===== src/rtl/skid_pipe_reg.sv =====
// -----------------------------------------------------------------------------
// skid_pipe_reg
//   Pipeline stage register with a valid/ready handshake and a two-entry skid
//   buffer. It sustains one transfer per cycle. in_ready is derived only from
//   registered state and the local stall/flush/reset controls, so there is no
//   combinational path from out_ready to in_ready. The stage also supports
//   stage-local flush and stall, and keeps a saturating count of cycles in
//   which a valid output was held without being transferred.
//
// Parameters
//   WIDTH     payload width in bits
//   CNT_W     width of the hold-cycle counter
//   RESET_VAL value loaded into both data entries on reset or flush
//
// Ports
//   clk        in   1      clock, all state updates on posedge
//   reset      in   1      asynchronous active-high reset of all state
//   flush      in   1      synchronous stage clear; overrides stall and handshakes
//   stall      in   1      synchronous hold; blocks both handshakes this cycle
//   in_valid   in   1      upstream payload valid
//   in_ready   out  1      stage can accept a payload this cycle
//   in_data    in   WIDTH  upstream payload
//   out_valid  out  1      payload presented downstream
//   out_ready  in   1      downstream accepts the payload
//   out_data   out  WIDTH  payload to the next stage (main entry)
//   hold_cnt   out  CNT_W  saturating count of held-valid cycles
// -----------------------------------------------------------------------------
module skid_pipe_reg #(
  parameter int unsigned           WIDTH     = 64,
  parameter int unsigned           CNT_W     = 32,
  parameter logic [WIDTH-1:0]      RESET_VAL = '0
) (
  input  logic             clk,
  input  logic             reset,
  input  logic             flush,
  input  logic             stall,
  input  logic             in_valid,
  output logic             in_ready,
  input  logic [WIDTH-1:0] in_data,
  output logic             out_valid,
  input  logic             out_ready,
  output logic [WIDTH-1:0] out_data,
  output logic [CNT_W-1:0] hold_cnt
);

  typedef enum logic [1:0] {
    EMPTY = 2'd0,
    ONE   = 2'd1,
    TWO   = 2'd2
  } state_t;

  state_t           state_q, state_d;
  logic [WIDTH-1:0] main_q,  main_d;
  logic [WIDTH-1:0] skid_q,  skid_d;
  logic [CNT_W-1:0] hold_q,  hold_d;

  logic in_fire;
  logic out_fire;

  // Increment that sticks at the all-ones value.
  function automatic logic [CNT_W-1:0] sat_inc(input logic [CNT_W-1:0] v);
    if (&v) begin
      sat_inc = v;
    end else begin
      sat_inc = v + {{(CNT_W-1){1'b0}}, 1'b1};
    end
  endfunction

  // While reset is held, the stage refuses input even though the state is EMPTY.
  assign in_ready  = (state_q != TWO) & ~stall & ~flush & ~reset;
  assign out_valid = (state_q != EMPTY);
  assign out_data  = main_q;
  assign hold_cnt  = hold_q;

  assign in_fire  = in_valid & in_ready;
  // A downstream accept during a flush cycle does not count as a transfer.
  assign out_fire = out_valid & out_ready & ~stall & ~flush;

  always_comb begin
    state_d = state_q;
    main_d  = main_q;
    skid_d  = skid_q;
    hold_d  = hold_q;

    if (out_valid && !out_fire && !flush) begin
      hold_d = sat_inc(hold_q);
    end

    if (flush) begin
      state_d = EMPTY;
      main_d  = RESET_VAL;
      skid_d  = RESET_VAL;
    end else begin
      case (state_q)
        EMPTY: begin
          if (in_fire) begin
            state_d = ONE;
            main_d  = in_data;
          end
        end
        ONE: begin
          if (in_fire && out_fire) begin
            main_d = in_data;
          end else if (in_fire) begin
            state_d = TWO;
            skid_d  = in_data;
          end else if (out_fire) begin
            // main keeps its last value; out_valid=0 qualifies it.
            state_d = EMPTY;
          end
        end
        TWO: begin
          if (out_fire) begin
            state_d = ONE;
            main_d  = skid_q;
          end
        end
        default: begin
          state_d = EMPTY;
        end
      endcase
    end
  end

  always_ff @(posedge clk or posedge reset) begin
    if (reset) begin
      state_q <= EMPTY;
      main_q  <= RESET_VAL;
      skid_q  <= RESET_VAL;
      hold_q  <= '0;
    end else begin
      state_q <= state_d;
      main_q  <= main_d;
      skid_q  <= skid_d;
      hold_q  <= hold_d;
    end
  end

endmodule


===== config.mk =====
export PLATFORM = sky130hd
export DESIGN_NAME = skid_pipe_reg
export DESIGN_NICKNAME = d
export VERILOG_FILES = /design/src/rtl/skid_pipe_reg.sv
export SDC_FILE = /design/constraint.sdc
export NUM_CORES = 1
export LEC_CHECK = 0
export CORE_ASPECT_RATIO = 0.7
export CORE_MARGIN = 5
export CORE_UTILIZATION = 38
export DETAILED_ROUTE_END_ITERATION = 8
export GPL_ROUTABILITY_DRIVEN = 1
export SYNTH_ARGS = -nofsm -noshare
export SYNTH_HDL_FRONTEND = slang
export SYNTH_SLANG_ARGS = --single-unit

===== constraint.sdc =====
create_clock -name clk -period 16.1 [get_ports clk]
set_clock_uncertainty 0.05 [all_clocks]
set_input_delay 2.415 -clock clk [delete_from_list [all_inputs] [get_ports clk]]
set_output_delay 2.415 -clock clk [all_outputs]
set_load 0.02 [all_outputs]

==> out/summary.txt <==
STATUS
---------------------------------------------------------------------------------
Status                                                               finished, final reports clean

TIMING
---------------------------------------------------------------------------------
Fraction of the cycle the final worst path needs                            39.7%
Final Hold Violating Endpoints                                                  0
Highest attainable clock frequency                                      0.157 GHz
Final min period                                                          6390 ps
Worst slew margin relative to its limit                                     40.7%
Number of max-slew violations in the final report                               0
Setup violation total in the final timing report                                0
Setup repair after global routing missed its margin                         false
Hold Worst Slack                                                           454 ps
Actual slew at the worst max-slew pin                                      890 ps
Total Negative Setup Slacks                                                  0 ps

YOSYS
---------------------------------------------------------------------------------
Post-synth net total                                                          875
Fraction of the yosys area taken by sequential cells                        50.4%
Post-synthesis instance total                                                 800
Most common flop cell mapped by yosys                                sky130_fd_sc_hd__dfrtp_1
Post-synth ARST share                                                        100%
Number of enable-type register cells in the synthesized netlist                 0
Synth Area per Inst                                                     10.0 um^2
Synth warnings                                                                  0
Cell variety after synth                                                       47
Area of the mapped netlist                                           0.00804 mm^2
Flop and latch count out of synthesis                                         162

ROUTE
---------------------------------------------------------------------------------
Final wirelength                                                         21400 um
Detailed-route vias per instance                                             5.06
Number of optimization iterations in the first detailed-route pass              6
Total via count in the routed design                                         6157
Routed wire length per instance                                           17.6 um
Number of nets with antenna violations after routing                            0
Final routed DRC violation total                                                0
Initial detailed-routing violation count                                      506

CLOCKING
---------------------------------------------------------------------------------
TritonCTS clock tree                                                          yes
Number of clock buffers inserted by TritonCTS                                  17
Number of levels the H-tree was split into                                      4
Bufs on Longest Clock Path                                                      2
Clk pin slew, worst setup/hold paths                                        70 ps
Total clock sinks                                                             162
Hold bufs inserted after CTS                                                    0
Post-cts resize count                                                           0
Post-CTS Setup Repair Bufs                                                      0
Clock latency of the later-clocked register in the worst-skew pair         410 ps
Root buffer cell                                                     sky130_fd_sc_hd__clkbuf_16

POWER
---------------------------------------------------------------------------------
Standby leakage power                                                     4.16 nW
Power per cell area                                                   139 mW/mm^2
Worst voltage drop across the vdd grid                                  0.0809 mV

FINAL LAYOUT
---------------------------------------------------------------------------------
Fraction of final layout cells sized beyond drive strength 1                7.86%
Nets@finish                                                                  1005
Filler-free cell count of the finished design                                1217
Total inserted antenna cells                                                    0
Post-route cell area                                                  0.0105 mm^2
Layout Area Growth over Synthesis                                           30.4%
Post-Route Utilization                                                      50.5%

FLOORPLANNING
---------------------------------------------------------------------------------
I/O pin count                                                                 168
Floorplan Core Area                                                   0.0208 mm^2
Placement row count                                                            44
Width of the chip                                                          184 um
Total Die Area                                                        0.0242 mm^2
Die H                                                                      132 um
Initial core utilization                                                    38.7%

GLOBAL ROUTE
---------------------------------------------------------------------------------
First-pass GRT wire length                                               34800 um
Vias in the first global route                                               6184
Largest net degree at the start of global routing                              99
Overflow left after global routing                                              0
Initial antenna violation count                                                 2
GRT Util Overall                                                            17.8%

PLACE
---------------------------------------------------------------------------------
GPL Wtd Cong                                                                0.795
Placed cells                                                                 1187
Cell Area, Placed                                                    0.00987 mm^2
Post-detail-place hpwl                                                   13100 um
Number of port buffers                                                        167

CRITICAL PATH
---------------------------------------------------------------------------------
Highest fanout seen on the critical path                                        5
Worst setup SP type                                                    input port
Critical path endpoint category                                       output port
Signal arrival time at the worst endpoint                                 3920 ps
Required time at the endpoint of the critical path                       13640 ps
Worst setup path class                                                  in -> out

JOB
---------------------------------------------------------------------------------
Number of maximum-capacitance violations                                        0

HOLD PATH
---------------------------------------------------------------------------------
Hold/Removal Path Class                                                reg -> reg

-- cell usage in the layout, fill, tap and decap left out, drive strengths merged, types with 2 or more instances in the layout --
master / netlist / layout
dfrtp: 162 / 162
bufinv: 0 / 4
xor2: 19 / 19
and2: 3 / 3
nand2: 142 / 142
nand4: 4 / 4
xnor2: 9 / 9
ha: 5 / 5
nor2: 13 / 13
mux2: 4 / 4
clkbuf: 38 / 18
mux2i: 64 / 64
nand3: 12 / 12
a211oi: 16 / 16
clkdlybuf4s50: 0 / 166
or2: 3 / 3
nor4: 5 / 5
o31ai: 48 / 48
nor3b: 4 / 4
and4: 2 / 2
buf: 27 / 10
a21oi: 84 / 84
and3: 11 / 11
nor4b: 4 / 4
o21ai: 2 / 2
nor3: 8 / 8
a211o: 49 / 49
inv: 53 / 57
or3: 3 / 3
clkinv: 0 / 3
-- routing by layer --
layer / GRT usage (%) / up-vias / wire length, um
met1: 27.5 / 2973 / 10900
li1: - / 3035 / -
met5: 0 / - / 33
met4: 3.90 / 4 / 65
met2: 25.1 / 137 / 9330
met3: 4.17 / 8 / 1060
-- layout make-up --
type	instances	area, um^2
clock inverters	12	181
multi-input cells	520	3530
clock buffers	18	429
inverters	53	204
fillers	1922	10300
repair buffers	176	1740
well taps	276	345
flip-flops and latches	162	4050
-- synth_stat cells (3+ instances only) --
library cell	n	area [um^2]
sky130_fd_sc_hd__dfrtp_1	162	4050
sky130_fd_sc_hd__nand2_1	142	533
sky130_fd_sc_hd__a21oi_1	82	410
sky130_fd_sc_hd__mux2i_1	64	641
sky130_fd_sc_hd__inv_1	53	199
sky130_fd_sc_hd__a211o_1	49	429
sky130_fd_sc_hd__clkbuf_1	38	143
sky130_fd_sc_hd__o31ai_1	28	210
sky130_fd_sc_hd__buf_2	20	100
sky130_fd_sc_hd__o31ai_2	20	250
sky130_fd_sc_hd__xor2_1	19	166
sky130_fd_sc_hd__a211oi_1	16	120
sky130_fd_sc_hd__nor2_1	12	45.0
sky130_fd_sc_hd__and3_1	11	68.8
sky130_fd_sc_hd__nand3_1	11	55.1
sky130_fd_sc_hd__xnor2_1	9	78.8
sky130_fd_sc_hd__nor3_1	7	35.0
sky130_fd_sc_hd__buf_4	5	37.5
sky130_fd_sc_hd__ha_1	5	62.6
sky130_fd_sc_hd__nand4_1	4	25.0
sky130_fd_sc_hd__nor3b_1	4	30.0
sky130_fd_sc_hd__nor4b_1	4	35.0
sky130_fd_sc_hd__or3_1	3	18.8
-- per-stage QoR --
step | worst slack (ps) | power [W]
after floorplan | 9260 | 0.000827
after global placement | 9730 | 0.00104
after detailed placement | 9710 | 0.00104
after CTS | 9700 | 0.00148
after global routing | 9640 | 0.00153
final | 9710 | 0.00146
-- critical path: stages --
cell and delay (ps):
sky130_fd_sc_hd__clkdlybuf4s50_1 480, sky130_fd_sc_hd__nor4_4 350, sky130_fd_sc_hd__clkdlybuf4s50_1 680
-- flip-flops by register name, summed over array words and instances, names as in the netlist --
register  cells
hold_cnt     32
skid_q       64
state_q       2
out_data     64
-- where the power goes --
part / switching, W / internal, W
clock: 0.000169 / 0.000260
sequential: 0.0000523 / 0.000473
combinational: 0.000301 / 0.000203
-- cell families (layout without fill, tap and decap cells) --
group	Yosys count	after routing	synth area share (%)
muxes	68	68	8.53
DFF	162	162	50.4
buffers and inverters	118	259	6.24
xor gates and xnor gates	28	28	3.05
and+or+nand+nor	216	216	12.5
adders and majority gates	5	5	0.778
AOI/OAI and AO/OA	203	203	18.4
-- path summary, 6_finish.rpt --
path / startpoint / end / slack, ps / depth (start not counted)
min in group asynchronous: reset / hold_cnt[16] / 2560 / 2
hold / removal: hold_cnt[29] / hold_cnt[29] / 450 / 1
setup reg to reg: state_q[0] / out_data[48] / 12620 / 8
max in group asynchronous: reset / out_data[21] / 12000 / 3
hold reg to reg: hold_cnt[29] / hold_cnt[29] / 450 / 1
setup / recovery: stall / in_ready / 9710 / 3
No activity file was read; power rests on OpenSTA's default activity.
